**src/rtl/peridot_cam_frame_seq.sv**
```systemverilog
// Frame capture sequencer: arms on vsync, loads/launches the camera burst master, raises irq on completion.
// Latency: vsync N -> fifo_flush N+1, cam_start N+2; cam_done rise M -> irq M+2. No backpressure: CSR zero-wait.
// Define PERIDOT_CAM_SEQ_PINGPONG_EN to alternate BUF_A/BUF_B per frame; otherwise every frame uses BUF_A.
`timescale 1ns/1ps
module peridot_cam_frame_seq #(
  parameter logic [15:0] CHUNKS_DEFAULT = 16'd9600
) (
  input  logic        avs_s1_clk,
  input  logic        csi_global_reset_n,
  input  logic [1:0]  avs_s1_address,
  input  logic        avs_s1_read,
  output logic [31:0] avs_s1_readdata,
  input  logic        avs_s1_write,
  input  logic [31:0] avs_s1_writedata,
  output logic        ins_irq_irq,
  input  logic        vsync_pulse,
  output logic        fifo_flush,
  output logic [31:0] cam_address_top,
  output logic [15:0] cam_transcycle_num,
  output logic        cam_start,
  input  logic        cam_done
);

  typedef enum logic [2:0] {
    S_IDLE,
    S_ARM,
    S_LAUNCH,
    S_WAIT_BUSY,
    S_WAIT_DONE,
    S_COMPLETE
  } state_t;

  state_t      state_q, state_d;
  logic        cont_q, cont_d;
  logic        irq_en_q, irq_en_d;
  logic        irq_flag_q, irq_flag_d;
  logic        overrun_q, overrun_d;
  logic [25:0] buf_a_q, buf_a_d;
  logic [15:0] chunks_q, chunks_d;
  logic        fifo_flush_q, fifo_flush_d;
  logic        cam_start_q, cam_start_d;
  logic [25:0] cam_addr_q, cam_addr_d;
  logic [15:0] cam_len_q, cam_len_d;
`ifdef PERIDOT_CAM_SEQ_PINGPONG_EN
  logic [25:0] buf_b_q, buf_b_d;
  logic        buf_idx_q, buf_idx_d;
`endif

  logic wr_ctrl, wr_buf_a, wr_chunks, busy;
  logic unused_read;

  // Read data is a pure mux, so the read strobe carries no information.
  assign unused_read = avs_s1_read;

  assign wr_ctrl   = avs_s1_write && (avs_s1_address == 2'd0);
  assign wr_buf_a  = avs_s1_write && (avs_s1_address == 2'd1);
  assign wr_chunks = avs_s1_write && (avs_s1_address == 2'd3);
  assign busy      = (state_q != S_IDLE);

  always_comb begin
    state_d      = state_q;
    cont_d       = cont_q;
    irq_en_d     = irq_en_q;
    irq_flag_d   = irq_flag_q;
    overrun_d    = overrun_q;
    buf_a_d      = buf_a_q;
    chunks_d     = chunks_q;
    fifo_flush_d = 1'b0;
    cam_start_d  = 1'b0;
    cam_addr_d   = cam_addr_q;
    cam_len_d    = cam_len_q;
`ifdef PERIDOT_CAM_SEQ_PINGPONG_EN
    buf_b_d      = buf_b_q;
    buf_idx_d    = buf_idx_q;
    if (avs_s1_write && (avs_s1_address == 2'd2)) buf_b_d = avs_s1_writedata[31:6];
`endif

    if (wr_ctrl) begin
      cont_d   = avs_s1_writedata[1];
      irq_en_d = avs_s1_writedata[2];
      if (avs_s1_writedata[9])  irq_flag_d = 1'b0;
      if (avs_s1_writedata[10]) overrun_d  = 1'b0;
    end
    if (wr_buf_a)  buf_a_d  = avs_s1_writedata[31:6];
    if (wr_chunks) chunks_d = avs_s1_writedata[15:0];

    // Hardware sets below come after the W1C clears so a same-cycle set wins.
    case (state_q)
      S_IDLE: begin
        if (wr_ctrl && avs_s1_writedata[0] && (chunks_q != 16'd0)) state_d = S_ARM;
      end
      S_ARM: begin
        if (vsync_pulse) begin
          fifo_flush_d = 1'b1;
          cam_len_d    = chunks_q;
`ifdef PERIDOT_CAM_SEQ_PINGPONG_EN
          cam_addr_d   = buf_idx_q ? buf_b_q : buf_a_q;
`else
          cam_addr_d   = buf_a_q;
`endif
          state_d      = S_LAUNCH;
        end
      end
      S_LAUNCH: begin
        cam_start_d = 1'b1;
        if (vsync_pulse) overrun_d = 1'b1;
        state_d = S_WAIT_BUSY;
      end
      S_WAIT_BUSY: begin
        if (vsync_pulse) overrun_d = 1'b1;
        if (!cam_done) state_d = S_WAIT_DONE;
      end
      S_WAIT_DONE: begin
        if (vsync_pulse) overrun_d = 1'b1;
        if (cam_done) state_d = S_COMPLETE;
      end
      S_COMPLETE: begin
        irq_flag_d = 1'b1;
`ifdef PERIDOT_CAM_SEQ_PINGPONG_EN
        buf_idx_d  = ~buf_idx_q;
`endif
        state_d    = cont_q ? S_ARM : S_IDLE;
      end
      default: state_d = S_IDLE;
    endcase
  end

  always_ff @(posedge avs_s1_clk or negedge csi_global_reset_n) begin
    if (!csi_global_reset_n) begin
      state_q      <= S_IDLE;
      cont_q       <= 1'b0;
      irq_en_q     <= 1'b0;
      irq_flag_q   <= 1'b0;
      overrun_q    <= 1'b0;
      buf_a_q      <= '0;
      chunks_q     <= CHUNKS_DEFAULT;
      fifo_flush_q <= 1'b0;
      cam_start_q  <= 1'b0;
      cam_addr_q   <= '0;
      cam_len_q    <= '0;
`ifdef PERIDOT_CAM_SEQ_PINGPONG_EN
      buf_b_q      <= '0;
      buf_idx_q    <= 1'b0;
`endif
    end else begin
      state_q      <= state_d;
      cont_q       <= cont_d;
      irq_en_q     <= irq_en_d;
      irq_flag_q   <= irq_flag_d;
      overrun_q    <= overrun_d;
      buf_a_q      <= buf_a_d;
      chunks_q     <= chunks_d;
      fifo_flush_q <= fifo_flush_d;
      cam_start_q  <= cam_start_d;
      cam_addr_q   <= cam_addr_d;
      cam_len_q    <= cam_len_d;
`ifdef PERIDOT_CAM_SEQ_PINGPONG_EN
      buf_b_q      <= buf_b_d;
      buf_idx_q    <= buf_idx_d;
`endif
    end
  end

  always_comb begin
    avs_s1_readdata = '0;
    case (avs_s1_address)
      2'd0: begin
        avs_s1_readdata[1]  = cont_q;
        avs_s1_readdata[2]  = irq_en_q;
        avs_s1_readdata[8]  = busy;
        avs_s1_readdata[9]  = irq_flag_q;
        avs_s1_readdata[10] = overrun_q;
`ifdef PERIDOT_CAM_SEQ_PINGPONG_EN
        avs_s1_readdata[11] = buf_idx_q;
`endif
      end
      2'd1: avs_s1_readdata = {buf_a_q, 6'b0};
`ifdef PERIDOT_CAM_SEQ_PINGPONG_EN
      2'd2: avs_s1_readdata = {buf_b_q, 6'b0};
`else
      2'd2: avs_s1_readdata = '0;
`endif
      default: avs_s1_readdata = {16'b0, chunks_q};
    endcase
  end

  assign ins_irq_irq        = irq_flag_q & irq_en_q;
  assign fifo_flush         = fifo_flush_q;
  assign cam_start          = cam_start_q;
  assign cam_address_top    = {cam_addr_q, 6'b0};
  assign cam_transcycle_num = cam_len_q;

endmodule

```
**config.mk**
```make
export PLATFORM = sky130hd
export DESIGN_NAME = peridot_cam_frame_seq
export DESIGN_NICKNAME = d
export VERILOG_FILES = /design/src/rtl/peridot_cam_frame_seq.sv
export SDC_FILE = /design/constraint.sdc
export NUM_CORES = 1
export LEC_CHECK = 0
export CAP_MARGIN = 25
export CORE_ASPECT_RATIO = 1.1
export CORE_MARGIN = 2
export CORE_UTILIZATION = 42
export DETAILED_ROUTE_END_ITERATION = 10
export PLACE_DENSITY = 0.85
export SYNTH_ARGS = -nofsm -noshare
export SYNTH_HDL_FRONTEND = slang
export SYNTH_SLANG_ARGS = --single-unit
```
**constraint.sdc**
```tcl
create_clock -name avs_s1_clk -period 1.3 [get_ports avs_s1_clk]
set_input_delay 0.195 -clock avs_s1_clk [delete_from_list [all_inputs] [get_ports avs_s1_clk]]
set_output_delay 0.195 -clock avs_s1_clk [all_outputs]
set_load 0.1 [all_outputs]
```
==> Flow_metrics.wiki <==
{| class="wikitable"
! Metric !! Value
|-
| Result of the run || complete, but fails checks
|-
| Violated checks || setup timing
|-
| Flip-flop and latch count after synthesis || 93
|-
| Initial detailed-routing violation count || 76
|-
| H-tree level count || 3
|-
| PD cells || 2740 nW/um^2
|-
| Number of cells on the critical path || 4
|-
| Placer's final routability congestion estimate || slightly above 0.9
|-
| Worst reg2reg path endpoint || cam_addr_q[16]
|-
| Most common flop cell mapped by yosys || dfrtp_1
|-
| Number of nets in the layout || 514
|-
| Starting density of the core || 0.435
|-
| Synthesized-area fraction occupied by xor and xnor cells || 0
|-
| Total Neg Setup Slack || -17.28 ns
|-
| Number of sinks handled by clock tree synthesis || 93
|-
| Row count || 37
|-
| Vias || 3095
|-
| Post-synthesis mux area share || 0.271
|-
| Setup ws final || -0.424 ns
|-
| I/O pins || 123
|-
| Normalized max-slew margin || 0.647
|-
| Reg-to-reg critical path startpoint || state_q[1]
|-
| Peak per-stage delay on the critical path || 0.40 ns
|-
| Multi-input logic area || 2090 sq um
|-
| Total global-route track usage || 0.249
|-
| Storage element area || 2340 sq um
|-
| Cell type with the largest total area after synthesis || dfrtp_1
|-
| Total Power Consumption || 20.8 mW
|-
| Unrepaired setup endpoints after global routing || true
|-
| Antenna Cells || 0
|-
| Pin count of the biggest net entering global routing || 37
|-
| Worst Path Arrival || between 1.5 and 2 ns
|-
| Number of endpoints with negative hold slack in the final report || 0
|-
| CTS tree || built
|-
| Dominant combinational cell family by area after synthesis || multiplexers
|-
| Maximum fanout count along the critical path || 2
|-
| Worst setup EP type || output port
|-
| Cell at the slowest stage of the critical path || dfrtp_1
|-
| TritonCTS Buffers || 9
|-
| Clk_lat worst skew || ~0.37 ns
|-
| Worst min-delay path class || in -> async
|-
| Kind of cell with the highest combined delay on the critical path || compound AO/OA/AOI/OAI gates
|-
| Tightest Pin Transition || 0.530 ns
|-
| Detailed Place HPWL || 8130 um
|-
| Final-layout fill cell count || approximately 480
|-
| Detail-routed via count per cell || 5.19
|-
| Wire length of the first global-routing pass || 19900 um
|-
| Clk slew on worst S/H paths || about 0.1 ns
|-
| VDD IR-drop max || 1.71 mV
|-
| Cell chain of the critical path || o41ai_2 -> buf_4 -> o21ai_4 -> buf_12
|-
| Average routed wire per standard cell || between 20 and 25 um
|-
| Area of all placed cells without fillers || between 7000 and 8000 sq um
|-
| Share of synthesized area occupied by flip-flops and latches || 0.571
|-
| Async S/R FF share, synth || 1.00
|-
| Count of cell types in the netlist || 29
|-
| Area growth syn-to-layout || 86.2%
|-
| Largest cells by area after synthesis || dfrtp_1 55%, mux2_2 20%, mux2_4 3.7%
|-
| 1st-pass router iterations || 4
|-
| Slack of the worst reg-to-reg path || -0.34 ns
|-
| Fraction of the mapped netlist area in adder cells || 0
|-
| Overflow left after global routing || 0
|-
| Post-place setup slack || -0.519 ns
|-
| Startpoint type of the worst setup path || flop
|-
| Clock Path Buffers || 2
|-
| Placement-stage cell area || 6670 sq um
|-
| Top achievable clock speed || 580 MHz
|-
| Leakage || 3.42 nW
|-
| Post-route fraction of the period consumed by the critical path || 1.33
|-
| Width of the die || 98.0 um
|-
| Most numerous cell types in the synthesized netlist || 89 x dfrtp_1, 72 x mux2_2, 18 x and2_1
|-
| Period minus WS final || 1.72 ns
|-
| Core Region || 9400 sq um
|-
| Cells after Synth || approximately 280
|-
| Fraction of the mapped netlist area in simple logic gates || 0.0950
|-
| Final Slew Violations || 0
|-
| Fraction of final layout cells with drive strength greater than 1 || 0.687
|-
| Via count of the first global-routing pass || 3523
|-
| # setup viols final || 70
|-
| Post-synth top area share || 0.545
|-
| Count of flip-flops with a built-in enable after synthesis || 0
|-
| Area enclosed by the die boundary || 10500 sq um
|-
| Final antenna-violating net count || 0
|-
| Synthesis warning total || 0
|-
| Number of I/O port buffers || 115
|-
| Average footprint of a synthesized cell || roughly 14 sq um
|-
| Post-Synthesis Cell Area || between 4000 and 5000 sq um
|-
| Height of the die || 107 um
|-
| Total detailed-routing wirelength || 12700 um
|-
| DRC || 0
|-
| Most instantiated library cell after synthesis || dfrtp_1
|-
| Worst setup skew after layout || between 0.01 and 0.015 ns
|-
| Number of antenna violations at the first check in global routing || 0
|-
| Count of max-cap constraint violations || 0
|-
| Kind of critical path || reg -> out
|-
| Critical path buffers and inverters || 2
|-
| Required time of the worst setup path || 1.11 ns
|-
| Clock Root Buffer || clkbuf_8
|-
| Compound-cell area share of the yosys netlist || 0.0205
|-
| Count of cells along the worst register-to-register path || 7
|}
## power breakdown
group	internal, mW	switching [mW]
Clock	0.950	1.03
Combinational	5.83	7.90
Sequential	3.94	1.16
## cell type report
| cell class | count | share of cell area |
|---|---|---|
| clock buffers | 11 | 0.0186 |
| clock inverters | 5 | 0.00790 |
| multi-input cells | 174 | 0.275 |
| flip-flops and latches | 93 | 0.308 |
| well taps | 117 | 0.0193 |
| repair buffers | 196 | 0.372 |
## metal layers
metal  wire [um]  share of wire  global-route usage  vias to the layer above
li1            -              -                   -                     1357
met1        4750           0.37               0.296                     1584
met5           0              0                   0                        -
met3         854          0.067              0.0584                       22
met2        6830           0.54               0.448                      132
met4         234          0.018              0.0734                        0
## flip-flops by register name (all words and copies together) (netlist names)
name / flops
buf_a_q: 26
cam_addr_q: 26
cam_transcycle_num: 16
chunks_q: 16
state_q: 3
cam_start: 1
cont_q: 1
fifo_flush: 1
irq_en_q: 1
irq_flag_q: 1
overrun_q: 1
## cells in the final DEF, fill, tap and decap left out, drive strengths merged
cell and n:
and3 4, conb 6, nor2b 9, nand2b 3
mux2i 10, buf 158, a22o 4, bufinv 1
a221o 1, clkdlybuf4s50 35, o41ai 1, or2b 2
nand4 1, o21ai 4, nand3 3, nand2 10
nor2 6, clkbuf 13, clkinvlp 1, and2 18
dfrtp 89, clkinv 2, mux2 86, a21oi 2
dlygate4sd3 1, nor4 4, inv 1, dfstp 4
## how the worst max path moves through the flow
stage                                     end  slack, ns               from
after floorplan            avs_s1_readdata[8]      -0.19         state_q[2]
after global placement    avs_s1_readdata[12]      -0.47  avs_s1_address[1]
after detailed placement  avs_s1_readdata[12]      -0.52  avs_s1_address[1]
after CTS                  avs_s1_readdata[8]      -0.37         state_q[0]
after global routing       avs_s1_readdata[8]      -0.45         state_q[0]
final                      avs_s1_readdata[8]      -0.42         state_q[0]
## repair_timing
item,CTS,global route
gates resized for setup,66,27
endpoints found under the setup margin,116,80
pin swaps,10,9
buffers inserted,28,13
hold buffers,1,0
hold endpoints to repair,28,0
cloned,6,1
## kinds of logic (layout without fill, tap and decap cells)
family | count (synthesis) | in the layout
flops | 93 | 93
mux | 96 | 96
simple gates | 60 | 60
buf+inv | 20 | 212
other cells | 1 | 6
compound gates | 12 | 12
## per-stage QoR
| stage | hold slack [ns] | cells | utilization |
|---|---|---|---|
| finish | 0.337 | 596 | 0.809 |
| global route | 0.379 | 596 | 0.809 |
| CTS | 0.360 | 588 | 0.797 |
| detailed placement | 0.199 | 537 | 0.709 |
| global placement | 0.199 | 537 | 0.709 |
| floorplan | -0.101 | 287 | - |
(Power assumes the default switching activity.)
